<file path="config.mk">
export PLATFORM = sky130hd
export DESIGN_NAME = display_scan_ctrl
export DESIGN_NICKNAME = d
export VERILOG_FILES = /design/src/rtl/display_scan_ctrl.sv
export SDC_FILE = /design/constraint.sdc
export NUM_CORES = 1
export LEC_CHECK = 0
export ABC_CLOCK_PERIOD_IN_PS = 2620
export CAP_MARGIN = 20
export CORE_ASPECT_RATIO = 0.5
export CORE_MARGIN = 2
export CORE_UTILIZATION = 46
export DETAILED_ROUTE_END_ITERATION = 8
export PLACE_DENSITY = 0.69
export SLEW_MARGIN = 40
export SYNTH_ARGS = -nofsm -noshare
export SYNTH_HDL_FRONTEND = slang
export SYNTH_SLANG_ARGS = --single-unit
export TNS_END_PERCENT = 30
</file>
<file path="constraint.sdc">
create_clock -name clk -period 2.62 [get_ports clk]
set_clock_uncertainty 0.2 [all_clocks]
set_input_delay 0.524 -clock clk [delete_from_list [all_inputs] [get_ports clk]]
set_output_delay 0.524 -clock clk [all_outputs]
set_load 0.01 [all_outputs]
</file>
<file path="src/rtl/display_scan_ctrl.sv">
// Four-digit multiplexed BCD display scanner with frame-aligned value updates.
// Define DISPLAY_SCAN_LZB_EN to enable leading-zero blanking.
module display_scan_ctrl #(
   parameter int unsigned PRESCALE  = 48,
   parameter int unsigned BLANK_CYC = 4
) (
   input  logic        clk,
   input  logic        resetn,
   input  logic        en,
   input  logic [15:0] in_bcd,
   input  logic        load,
   output logic        busy,
   output logic [3:0]  out_bcd,
   output logic [3:0]  digit_sel,
   output logic        blank,
   output logic        frame_start
);

   localparam logic [1:0] S_IDLE  = 2'd0;
   localparam logic [1:0] S_SHOW  = 2'd1;
   localparam logic [1:0] S_BLANK = 2'd2;

   localparam logic [7:0] SHOW_LAST  = 8'(PRESCALE - 1);
   localparam logic [7:0] BLANK_LAST = 8'(BLANK_CYC - 1);

   logic [1:0]       state_q, state_d;
   logic [1:0]       idx_q, idx_d;
   logic [7:0]       cnt_q, cnt_d;
   logic [15:0]      active_q, active_d;
   logic [15:0]      pending_q, pending_d;
   logic             busy_q, busy_d;
   logic             boundary;
   logic             suppress;
   logic             show_on;
   logic [3:0][3:0]  digits;

   always_comb begin
      state_d  = state_q;
      idx_d    = idx_q;
      cnt_d    = cnt_q;
      boundary = 1'b0;
      if (!en) begin
         state_d = S_IDLE;
         idx_d   = 2'd0;
         cnt_d   = 8'd0;
      end else begin
         case (state_q)
            S_IDLE: begin
               state_d  = S_SHOW;
               idx_d    = 2'd0;
               cnt_d    = 8'd0;
               boundary = 1'b1;
            end
            S_SHOW: begin
               if (cnt_q == SHOW_LAST) begin
                  state_d = S_BLANK;
                  cnt_d   = 8'd0;
               end else begin
                  cnt_d = cnt_q + 8'd1;
               end
            end
            S_BLANK: begin
               if (cnt_q == BLANK_LAST) begin
                  state_d  = S_SHOW;
                  cnt_d    = 8'd0;
                  idx_d    = idx_q + 2'd1;
                  boundary = (idx_q == 2'd3);
               end else begin
                  cnt_d = cnt_q + 8'd1;
               end
            end
            default: begin
               state_d = S_IDLE;
               idx_d   = 2'd0;
               cnt_d   = 8'd0;
            end
         endcase
      end
   end

   // Active only changes at a frame boundary so a frame never mixes two values;
   // a load coinciding with the boundary bypasses pending.
   always_comb begin
      active_d  = active_q;
      pending_d = pending_q;
      busy_d    = busy_q;
      if (boundary) begin
         if (load) begin
            active_d  = in_bcd;
            pending_d = in_bcd;
         end else if (busy_q) begin
            active_d = pending_q;
         end
         busy_d = 1'b0;
      end else if (load) begin
         pending_d = in_bcd;
         busy_d    = 1'b1;
      end
   end

   always_ff @(posedge clk) begin
      if (!resetn) begin
         state_q   <= S_IDLE;
         idx_q     <= 2'd0;
         cnt_q     <= 8'd0;
         active_q  <= 16'd0;
         pending_q <= 16'd0;
         busy_q    <= 1'b0;
      end else begin
         state_q   <= state_d;
         idx_q     <= idx_d;
         cnt_q     <= cnt_d;
         active_q  <= active_d;
         pending_q <= pending_d;
         busy_q    <= busy_d;
      end
   end

   assign digits = active_q;

`ifdef DISPLAY_SCAN_LZB_EN
   always_comb begin
      suppress = 1'b0;
      case (idx_q)
         2'd3: suppress = (digits[3] == 4'd0);
         2'd2: suppress = (digits[3] == 4'd0) && (digits[2] == 4'd0);
         2'd1: suppress = (active_q[15:4] == 12'd0);
         default: suppress = 1'b0;
      endcase
   end
`else
   always_comb begin
      suppress = 1'b0;
   end
`endif

   // out_bcd follows idx, which is frozen through BLANK, so it holds there.
   assign show_on     = (state_q == S_SHOW) && !suppress;
   assign digit_sel   = show_on ? ~(4'b0001 << idx_q) : 4'b1111;
   assign blank       = !show_on;
   assign out_bcd     = digits[idx_q];
   assign frame_start = (state_q == S_SHOW) && (idx_q == 2'd0) && (cnt_q == 8'd0);
   assign busy        = busy_q;

endmodule

</file>
==> results_dict.tcl <==
set metrics [dict create \
    cp_slowest_cell "mux4_2" \
    antenna_found_initial 0 \
    rsz0062_at_grt "false" \
    grt_usage_pct 17.2 \
    p_leak_nw 1.06 \
    crit_required_ps 1900 \
    viasPerCell 4.99 \
    peakVddDrop_mv 0.322 \
    wl_per_cell_um 13.5 \
    setup_viol 0 \
    fmax_ghz 0.393 \
    drive_gt1_share_pct 18.2 \
    clockBufferDepth 2 \
    start_util_pct 48.2 \
    nFillCells 369 \
    finalCriticalPeriod_ps 2550 \
    setup-tns-final_ps 0 \
    seq_area_frac_synth_pct 42.2 \
    hold_ws_ps 288 \
    dr.pass1.iters 4 \
    wl_um 3900 \
    grt_overflow 0 \
    path_cells "mux4_2 > clkdlybuf4s50_1" \
    post-route-period-util_pct 97.2 \
    power_mw 1.43 \
    avgSynthCellArea_um2 10.9 \
    insertedDiodeCount 0 \
    stdcell_count 288 \
    h-tree-depth 2 \
    die_width_um 100 \
    grt_max_degree 24 \
    grt_pass1_vias 1457 \
    dieArea_um2 5230 \
    hold_viol_final 0 \
    syn_inst 196 \
    synth_fp_nets 226 \
    drc 0 \
    p_per_area_nw_per_um2 543 \
    core-area_um2 4420 \
    postRouteAntennaNets 0 \
    ctsRootBufferMaster "clkbuf_8" \
    cts_tree "yes" \
    clk_pin_slew_ps 90 \
    crit_type "flip-flop to output pin" \
    synth.distinct_cells 33 \
    area_growth_pct 23.2 \
    clk-insertion-delay-late_ps 310 \
    path_max_fanout 8 \
    worstHoldPathType "flip-flop to flip-flop" \
    die_h_um 52.2 \
    status "completed" \
    portBuffers 30 \
    synth-seq-cells 45 \
    synth_area_um2 2130 \
    worst_setup_path_start_kind "flip-flop" \
    worst_slew_pin_slew_ps 543 \
    postCtsSetupBuffers 0 \
    dp.cells 280 \
    ys_warn_count 0 \
    numCtsBuffers 5 \
    critPathCaptureType "output pin" \
    maxSlewViolCount 0 \
    cts_sinks 45 \
    dp_hpwl_um 2840 \
    worstPathArrival_ps 1820 \
    max-cap-violations 0 \
    dr.first_iter.drc_count 24 \
    num_vias 1437 \
    grt_pass1_wl_um 6780 \
    slowest_delay_ps 540 \
    io-pin-count 31 \
    finalCoreUtilization_pct 59.4 \
    relSlewSlack_pct 63.7 \
    nets 260 \
    gp_congestion 0.795 \
    num_rows 17 \
]
-- where the power goes --
part | leakage [nW] | switching [mW] | internal (mW)
sequential | 0.369 | 0.0112 | 0.712
combinational | 0.640 | 0.0617 | 0.0943
clock | 0.0543 | 0.261 | 0.286
total | 1.06 | 0.333 | 1.09
-- path summary, 6_finish.rpt --
kind | from | endpoint | slack [ps] | depth (start not counted)
max | idx_q[0] | out_bcd[2] | 70 | 2
min | cnt_q[0] | cnt_q[0] | 290 | 1
max reg2reg | cnt_q[0] | active_q[0] | 390 | 6
min reg2reg | cnt_q[0] | cnt_q[0] | 290 | 1
-- cells in the mapped netlist, drive strengths merged --
cell	n	area share (%)
o21a	1	0.35
mux2	16	10
nand4b	1	0.41
clkbuf	5	0.88
and3	1	0.29
o21bai	1	0.35
nand2	7	1.2
or3	1	0.53
dfxtp	45	42
a21oi	5	1.2
buf	3	1.4
mux4	4	4.2
xnor2	1	0.41
nor2	11	2.3
nor4	1	0.29
nor2b	16	4.7
o21ai	5	1.2
a41oi	1	0.76
inv	9	1.6
nand3	2	0.47
nor4b	1	1.1
nor3	3	0.70
or4	1	0.35
xor2	5	2.1
nand4	5	1.5
ha	10	5.9
a21boi	1	0.53
mux2i	16	7.5
a21bo	1	0.47
and2	17	5.0
-- registers in the layout (all words and copies together), names as in the netlist --
name and flops:
state_q 2, busy 1, active_q 16, cnt_q 8, idx_q 2, pending_q 16
-- logic make-up (layout without fill, tap and decap cells) --
kind of cell | count (synthesis) | in the layout | share of synthesized area (%)
AO/OA/AOI/OAI | 15 | 15 | 4.81
XOR/XNOR | 6 | 6 | 2.46
adder cells (fa/ha/maj) | 10 | 10 | 5.87
buffers and inverters | 17 | 52 | 3.87
flip-flops | 45 | 45 | 42.2
multiplexers | 36 | 36 | 21.9
AND/OR/NAND/NOR | 67 | 67 | 18.8
-- worst max-delay path: cells and delay by family (launching register included) --
family | cells | cell delay [ps]
DFF | 1 | 480
buffers and inverters | 1 | 490
muxes | 1 | 540
-- routing by layer --
layer | up-vias | GRT usage [%] | share of wire, % | routed length [µm]
met2 | 15 | 27.7 | 46 | 1800
met1 | 676 | 22.1 | 49 | 1930
met5 | - | 0 | 0 | 0
met4 | 0 | 7.99 | 1.8 | 70
li1 | 738 | - | - | -
met3 | 8 | 4.44 | 2.7 | 104
-- final cells by class --
| cell class | count | area (µm²) | area share (%) |
|---|---|---|---|
| clock buffers | 5 | 68.8 | 2.62 |
| clock inverters | 3 | 46.3 | 1.76 |
| inverters | 9 | 33.8 | 1.29 |
| multi-input cells | 134 | 1150 | 43.8 |
| flip-flops and latches | 45 | 905 | 34.4 |
| well taps | 57 | 71.3 | 2.71 |
| repair buffers | 35 | 353 | 13.4 |
-- stage by stage --
step                      worst slack, ps  cell area, µm²
after floorplan                       533            2130
after global placement                275            2510
after detailed placement              270            2510
after CTS                            7.02            2620
final                                73.2            2630
after global routing                 13.1            2630
-- timing repair --
item                       4_1_cts  5_1_grt
setup endpoints to repair        6        2
gates resized for setup          2        2
hold buffers                     0        0
-- cell usage in the layout (no fill, tap or decap), types with 2 or more instances in the layout --
| cell type | count |
|---|---|
| mux2i_1 | 16 |
| mux4_2 | 4 |
| mux2_4 | 10 |
| nor3_1 | 3 |
| inv_1 | 9 |
| buf_4 | 4 |
| o21ai_0 | 5 |
| dfxtp_1 | 42 |
| ha_1 | 10 |
| a21oi_1 | 5 |
| clkbuf_8 | 5 |
| nor2_1 | 10 |
| nand3_1 | 2 |
| nand4_1 | 5 |
| mux2_2 | 6 |
| and2_1 | 17 |
| nand2_1 | 7 |
| xor2_1 | 5 |
| nor2b_1 | 16 |
| dfxtp_2 | 3 |
| clkdlybuf4s50_1 | 29 |
(Power assumes the default switching activity.)
